`src/rtl/door_pkg.sv`:
```
// Shared types and constants for the elevator door sequencer.
// Latency: n/a (declarations only).
// Backpressure: n/a.
package door_pkg;

  localparam int DOOR_STATE_W = 2;

  typedef enum logic [DOOR_STATE_W-1:0] {
    DOOR_CLOSED  = 2'd0,
    DOOR_OPENING = 2'd1,
    DOOR_OPEN    = 2'd2,
    DOOR_CLOSING = 2'd3
  } door_state_t;

endpackage

```
`src/rtl/door_tick_counter.sv`:
```
// Dwell/motion tick counter: counts door_tick pulses within one door state.
// Latency: count updates 1 clk after en; done is combinational (en & last count).
// Backpressure: none; clr and hold both force the count to zero.
// Ports:
//   clk, button_reset : clock, synchronous active-high reset
//   clr               : state change, restart count
//   en                : timebase pulse (door_tick)
//   hold              : pin count at zero (dwell restart)
//   limit             : tick count that ends the current state
//   count, done       : current count; done = en on the limit-th tick
module tick_counter #(
  parameter int CNT_W = 8
) (
  input  logic             clk,
  input  logic             button_reset,
  input  logic             clr,
  input  logic             en,
  input  logic             hold,
  input  logic [CNT_W-1:0] limit,
  output logic [CNT_W-1:0] count,
  output logic             done
);

  always_ff @(posedge clk) begin
    if (button_reset) begin
      count <= '0;
    end else if (clr || hold) begin
      count <= '0;
    end else if (en) begin
      count <= count + CNT_W'(1);
    end
  end

  assign done = en & (count == (limit - CNT_W'(1)));

endmodule

```
`src/rtl/door_sequencer.sv`:
```
// Elevator door controller: sequences open/dwell/close and gates car movement.
// Latency: input -> state change 1 clk; state -> motor/status outputs 0 clk.
// Backpressure: none; overload/open request hold or reverse the door, never drop.
// Ports:
//   clk, button_reset            : clock, synchronous active-high reset
//   door_tick                    : one-cycle timebase pulse
//   arrived                      : car stopped at floor (pulse)
//   open_btn, close_btn          : door requests (levels)
//   weight_limit_exceeded        : overload (level)
//   door_motor_open/close        : motor drives (OPENING / CLOSING)
//   door_is_closed, move_permit  : door status, car may move
//   door_fault, door_state       : reopen limit reached, state encoding
module door_sequencer
  import door_pkg::*;
#(
  parameter int OPEN_TICKS  = 2,
  parameter int HOLD_TICKS  = 4,
  parameter int CLOSE_TICKS = 2,
  parameter int MAX_REOPEN  = 3,
  parameter int CNT_W       = 8
) (
  input  logic                    clk,
  input  logic                    button_reset,
  input  logic                    door_tick,
  input  logic                    arrived,
  input  logic                    open_btn,
  input  logic                    close_btn,
  input  logic                    weight_limit_exceeded,
  output logic                    door_motor_open,
  output logic                    door_motor_close,
  output logic                    door_is_closed,
  output logic                    move_permit,
  output logic                    door_fault,
  output logic [DOOR_STATE_W-1:0] door_state
);

  localparam int RC_W = (MAX_REOPEN < 1) ? 1 : $clog2(MAX_REOPEN + 1);

  door_state_t      state, state_next;
  logic [RC_W-1:0]  reopen_cnt, reopen_next;
  logic             fault_next;
  logic             reopen_evt;
  logic             enter_closed;
  logic             cnt_hold;
  logic [CNT_W-1:0] cnt_limit;
  logic [CNT_W-1:0] tick_cnt;
  logic             tick_done;

  // Reopen requests during OPEN restart the dwell rather than ending it.
  assign cnt_hold = (state == DOOR_OPEN) & (open_btn | weight_limit_exceeded);

  always_comb begin
    cnt_limit = '0;
    case (state)
      DOOR_OPENING: cnt_limit = CNT_W'(OPEN_TICKS);
      DOOR_OPEN:    cnt_limit = CNT_W'(HOLD_TICKS);
      DOOR_CLOSING: cnt_limit = CNT_W'(CLOSE_TICKS);
      default:      cnt_limit = '0;
    endcase
  end

  tick_counter #(.CNT_W(CNT_W)) u_tick_counter (
    .clk          (clk),
    .button_reset (button_reset),
    .clr          (state_next != state),
    .en           (door_tick),
    .hold         (cnt_hold),
    .limit        (cnt_limit),
    .count        (tick_cnt),
    .done         (tick_done)
  );

  always_ff @(posedge clk) begin
    if (button_reset) begin
      state      <= DOOR_CLOSED;
      reopen_cnt <= '0;
      door_fault <= 1'b0;
    end else begin
      state      <= state_next;
      reopen_cnt <= reopen_next;
      door_fault <= fault_next;
    end
  end

  always_comb begin
    state_next = state;
    reopen_evt = 1'b0;
    case (state)
      DOOR_CLOSED: begin
        if (arrived || open_btn) state_next = DOOR_OPENING;
      end
      DOOR_OPENING: begin
        if (tick_done) state_next = DOOR_OPEN;
      end
      DOOR_OPEN: begin
        // open request or overload wins over close request and dwell expiry
        if (open_btn || weight_limit_exceeded) state_next = DOOR_OPEN;
        else if (close_btn || tick_done)       state_next = DOOR_CLOSING;
      end
      DOOR_CLOSING: begin
        // reversal wins over completion on the same cycle
        if (open_btn || weight_limit_exceeded) begin
          state_next = DOOR_OPENING;
          reopen_evt = 1'b1;
        end else if (tick_done) begin
          state_next = DOOR_CLOSED;
        end
      end
      default: state_next = DOOR_CLOSED;
    endcase
  end

  assign enter_closed = (state_next == DOOR_CLOSED) && (state != DOOR_CLOSED);

  always_comb begin
    reopen_next = reopen_cnt;
    if (enter_closed) begin
      reopen_next = '0;
    end else if (reopen_evt && (reopen_cnt < RC_W'(MAX_REOPEN))) begin
      reopen_next = reopen_cnt + RC_W'(1);
    end
  end

  // Fault rises on the same edge the reversal count reaches the limit.
  always_comb begin
    fault_next = door_fault;
    if (enter_closed) begin
      fault_next = 1'b0;
    end else if (reopen_next == RC_W'(MAX_REOPEN)) begin
      fault_next = 1'b1;
    end
  end

  assign door_motor_open  = (state == DOOR_OPENING);
  assign door_motor_close = (state == DOOR_CLOSING);
  assign door_is_closed   = (state == DOOR_CLOSED);
  assign door_state       = state;
  assign move_permit      = door_is_closed & ~weight_limit_exceeded & ~door_fault;

endmodule

```
`config.mk`:
```
export PLATFORM = sky130hd
export DESIGN_NAME = door_sequencer
export DESIGN_NICKNAME = d
export VERILOG_FILES = /design/src/rtl/door_pkg.sv /design/src/rtl/door_tick_counter.sv /design/src/rtl/door_sequencer.sv
export SDC_FILE = /design/constraint.sdc
export NUM_CORES = 1
export LEC_CHECK = 0
export BUFFER_PORTS_ARGS = -buffer_cell sky130_fd_sc_hd__buf_4
export CORE_UTILIZATION = 59
export DETAILED_ROUTE_END_ITERATION = 8
export PLACE_DENSITY = 0.82
export SYNTH_ARGS = -nofsm -noshare
export SYNTH_HDL_FRONTEND = slang
export SYNTH_HIERARCHICAL = 1
export SYNTH_SLANG_ARGS = --single-unit
export TNS_END_PERCENT = 50
```
`constraint.sdc`:
```
create_clock -name clk -period 8.63 [get_ports clk]
set_clock_uncertainty 0.2 [all_clocks]
set_input_delay 1.726 -clock clk [delete_from_list [all_inputs] [get_ports clk]]
set_output_delay 1.726 -clock clk [all_outputs]
set_load 0.05 [all_outputs]
```
-- After elaboration in Yosys (flattened, before gate mapping)
Index checks and enable logic that the tools add are counted.
- memories: 0
- bits in latches: 0
- RAM bits: 0
- bits of input ports: 7
- logic and storage cells: 45
- ROM bits: 0
- flip-flop bits (word level): 13
- equality and inequality tests: 6
- div/mod/pow operators: 0
- reductions and logical operators: 12
- add/subtract/negate cells: 3
- magnitude comparators: 1
- shifts and indexed selects: 0
- $mul: 0
- muxes and demuxes: 12
- bitwise logic cells: 7
- operators with widths (kind ; count):
    $mux 2 ; 8
    $add 8x1->8 const B ; 1
    $eq 8x8->1 ; 1
    $pmux 2 s4 ; 1
    $eq 2x2->1 const B ; 3
    $pmux 3 s2 ; 1
    $reduce_or 2->1 ; 3
    $and 1x1->1 ; 4
    $logic_not 2->1 ; 2
    $logic_or 1x1->1 ; 4
    $sub 3x1->4 const B ; 1
    $add 2x1->2 const B ; 1
    $eq 2x1->1 const B ; 1
    $logic_and 1x1->1 ; 2
    $lt 2x2->1 const B ; 1
    $mux 1 ; 2
    $ne 2x2->1 ; 1
    $not 1->1 ; 2
    $reduce_bool 2->1 ; 1
    $or 1x1->1 ; 1

-- Longest topological paths before layout
- word-level depth: 14
- mapped depth: 13
- depth with buffers taken out: 11

-- Modules after synthesis
Netlist, hierarchy kept.
- modules (own cells, without submodules) (module ; times used ; sequential area each (um^2) ; area an instance (um^2) ; cells an instance):
    tick_counter ; 1 ; 160.2 ; 571.8 ; 67
    door_sequencer ; 1 ; 100.1 ; 370.4 ; 48

-- Worst setup path after synthesis
No wires, ideal clock.
- kind: input-to-output
- start: in weight_limit_exceeded
- end: out move_permit
- data required time: 6.704 ns
- stages: 2
- slack: 3.366 ns
- data arrival time: 3.338 ns
- cells stage by stage: buf_6 nor4_1
- word-level cells in the longest chain between the ends: 3
- ends and longest elaborated chain (element ; line ; RTL):
    start, declared ; door_sequencer.sv:28 ; input logic weight_limit_exceeded,
    $not 1->1 ; door_sequencer.sv:138 ; assign move_permit = door_is_closed & ~weight_limit_exceeded & ~door_fault;
    $and 1x1->1 (2 in a row) ; door_sequencer.sv:138 ;
    end, declared ; door_sequencer.sv:32 ; output logic move_permit,
No other way between the ends.

-- Worst setup path after layout
Ends and elaborated chain as after synthesis.

==> key figures <==
Die
  – Row count: 14
  – Core area: about 1500 µm²
  – Die X: 42.0 µm
  – Initial Utilization: 62.5%
  – Die Ht: about 42 µm
  – Die Footprint: 1760 µm²
  – # IOs: 14

Layout
  – Register Area: 260 µm²
  – Post-Layout Cell Count: about 160
  – Synth-to-Final Area Change: 19.4%
  – Layout Nets: 156
  – Util after Layout: 74.7%
  – Multi-input combinational cell area: 708 µm²
  – Ratio of cells with drive above 1 in the final layout: 15.9%
  – # fillers: ~140
  – N_diodes: 0

CTS
  – CTS buffer count: 3
  – Post-CTS sizing: 0
  – Worst-path clk slew: around 80 ps
  – CTS H-tree depth: 1
  – Hold_buf cts: 0
  – Post-CTS setup buffer count: 0
  – Clk sinks: 13
  – Clk_lat worst skew: 290 ps
  – Clk buf depth: 2
  – CTS tree: done
  – CTS root buffer: clkbuf_4

GRT
  – Initial antenna violation count: 0
  – GRT overflow: 0
  – Vias in the first global route: 817
  – GR Util All Layers: 25.6%
  – First-pass GRT wire length: 3350 µm
  – Largest net degree at the start of global routing: 18

Setup path
  – CP max-delay cell: buf_4
  – Kind of critical path: in -> out
  – CP Cell Sequence: buf_4 -> nor4_1 -> buf_4
  – Critical Path End Type: output port
  – Crit path largest cell delay: approximately 240 ps
  – CP most frequent cell: buf_4
  – Crit path buffers/inverters: 2
  – CP Max Fanout: 9
  – Kind of cell adding the most delay to the critical path: buffers and inverters
  – CP startpoint kind: primary input
  – Worst EP arrival: 2340 ps
  – WP data required: 6700 ps

Drt
  – # DRC: 0
  – Drt pass-1 iters: 4
  – Wire per inst: 11.8 µm
  – Number of DRC markers in iteration 0: 18
  – Total wire length: 1890 µm
  – ANT nets after route: 0
  – Via count: roughly 860
  – Drt via density: 5.35

Timing
  – Final Max Tran Viols: 0
  – Worst slew margin: 57.4%
  – Crit path time final: 4270 ps
  – RSZ-0062 raised after global routing: false
  – Worst Tran Pin Value: approximately 640 ps
  – Final hold violation count: 0
  – Setup tns final: 0 ps
  – Endpoints failing setup: 0
  – Fmax: 0.234 GHz
  – Fin crit share: 49.5%

Logic synthesis
  – Seq cells post-synth: 13
  – Synth top cells by count: nor2_1, dfxtp_1, xor2_1
  – Async SR Flop Fraction: 0%
  – Area leader, netlist: dfxtp_1
  – Adder-cell share of the synthesized area: 3.98%
  – Syn. warnings: 6
  – Sequential area share after synthesis: 27.6%
  – Synth Area in Compound Gates: between 10% and 20%
  – Top FF cell, synth: dfxtp_1
  – Most common cell in the netlist: nor2_1
  – Netlist cell types: 41
  – Syn Area/Cell: about 8.2 µm²
  – Post-Syn Instances: between 100 and 150
  – Post-synthesis simple-gate area fraction: between 20% and 30%
  – Post-synthesis mux area share: 1.06%
  – Synthesized cell area: 942 µm²
  – Synth area leaders: dfxtp_1, xor2_1, xnor2_1
  – Synth Area in XOR/XNOR: between 10% and 20%
  – Share of the synthesized area in the top cell type: about 28%
  – Largest family of logic cells by synthesized area: simple AND/OR/NAND/NOR gates
  – Number of synthesized flops with an enable pin: 0

Placement
  – Routability cong.: 0.733
  – Post-placement cell count: 157
  – Post-detail-place hpwl: 1380 µm
  – Port-buffer cells: 13

Outcome
  – Outcome: finished clean

Worst hold path
  – Worst min path class: reg -> reg

Power
  – Power per cell area: 114 nW/µm²
  – Static Leak: 0.449 nW
  – Peak VDD IR: 0.0000963 V

Run
  – Max cap viols: 0
-- routing by layer --
metal / wire length (µm) / share of wire (%) / vias up / track usage (%)
li1: - / - / 451 / -
met1: 831 / 44 / 392 / 29.3
met2: 966 / 51 / 13 / 43.4
met3: 63 / 3.3 / 5 / 7.83
met4: 31 / 1.6 / 0 / 11.6
met5: 0 / 0 / - / 0
-- layout make-up --
class	count	area share, %
clock buffers	3	2.00
clock inverters	1	0.445
inverters	3	1.00
multi-input cells	112	63.0
flip-flops and latches	13	23.1
well taps	16	1.78
repair buffers	13	8.68
-- placed cells by master, fill, tap and decap left out, drive strengths merged, types with 2 or more instances in the layout --
master / n
nand4: 4
clkbuf: 3
xnor2: 7
o21a: 3
nor2: 15
nor2b: 2
and3: 3
ha: 3
conb: 20
o21ai: 5
nor4b: 2
nor4: 2
inv: 3
nand3: 5
nand2b: 3
or3: 2
nand2: 4
buf: 13
xor2: 9
a21oi: 7
dfxtp: 13
-- sequential cells by signal, indices dropped and copies added (netlist names) --
name                  count
door_state                2
reopen_cnt                2
u_tick_counter/count      8
door_fault                1
-- cells by family (layout without fill, tap and decap cells) --
group | Yosys count | after routing
buffers and inverters | 9 | 20
xor gates and xnor gates | 16 | 16
muxes | 1 | 1
other | 1 | 20
adders and majority gates | 3 | 3
AOI/OAI and AO/OA | 24 | 24
DFF | 13 | 13
and+or+nand+nor | 48 | 48
-- final timing paths --
path                                             from                 endpoint  slack (ps)  cells after the start
worst max-delay path            weight_limit_exceeded              move_permit        4360                      3
worst min-delay path                    reopen_cnt[0]            reopen_cnt[0]         320                      2
worst max register to register          door_state[0]  u_tick_counter/count[3]        5210                     10
worst min register to register          reopen_cnt[0]            reopen_cnt[0]         320                      2
-- where the power goes --
part	switching (mW)	total [mW]	internal, mW
Clock	0.0217	0.0389	0.0173
Sequential	0.00247	0.0632	0.0608
Combinational	0.0155	0.0258	0.0103
-- metrics by stage --
step	cell area [µm²]	total power, mW	hold WS (ps)	setup slack [ps]
CTS	1120	0.129	321	4370
finish	1120	0.128	321	4360
global placement	1100	0.0895	290	4390
global route	1120	0.135	342	4360
floorplan	1010	0.0841	272	3370
detailed placement	1100	0.0900	309	4370
-- worst min-delay path: stages, from the launching register on --
cell     delay, ps
dfxtp_1        340
o21ai_0         80
a21oi_1         60
(Power assumes the default switching activity.)
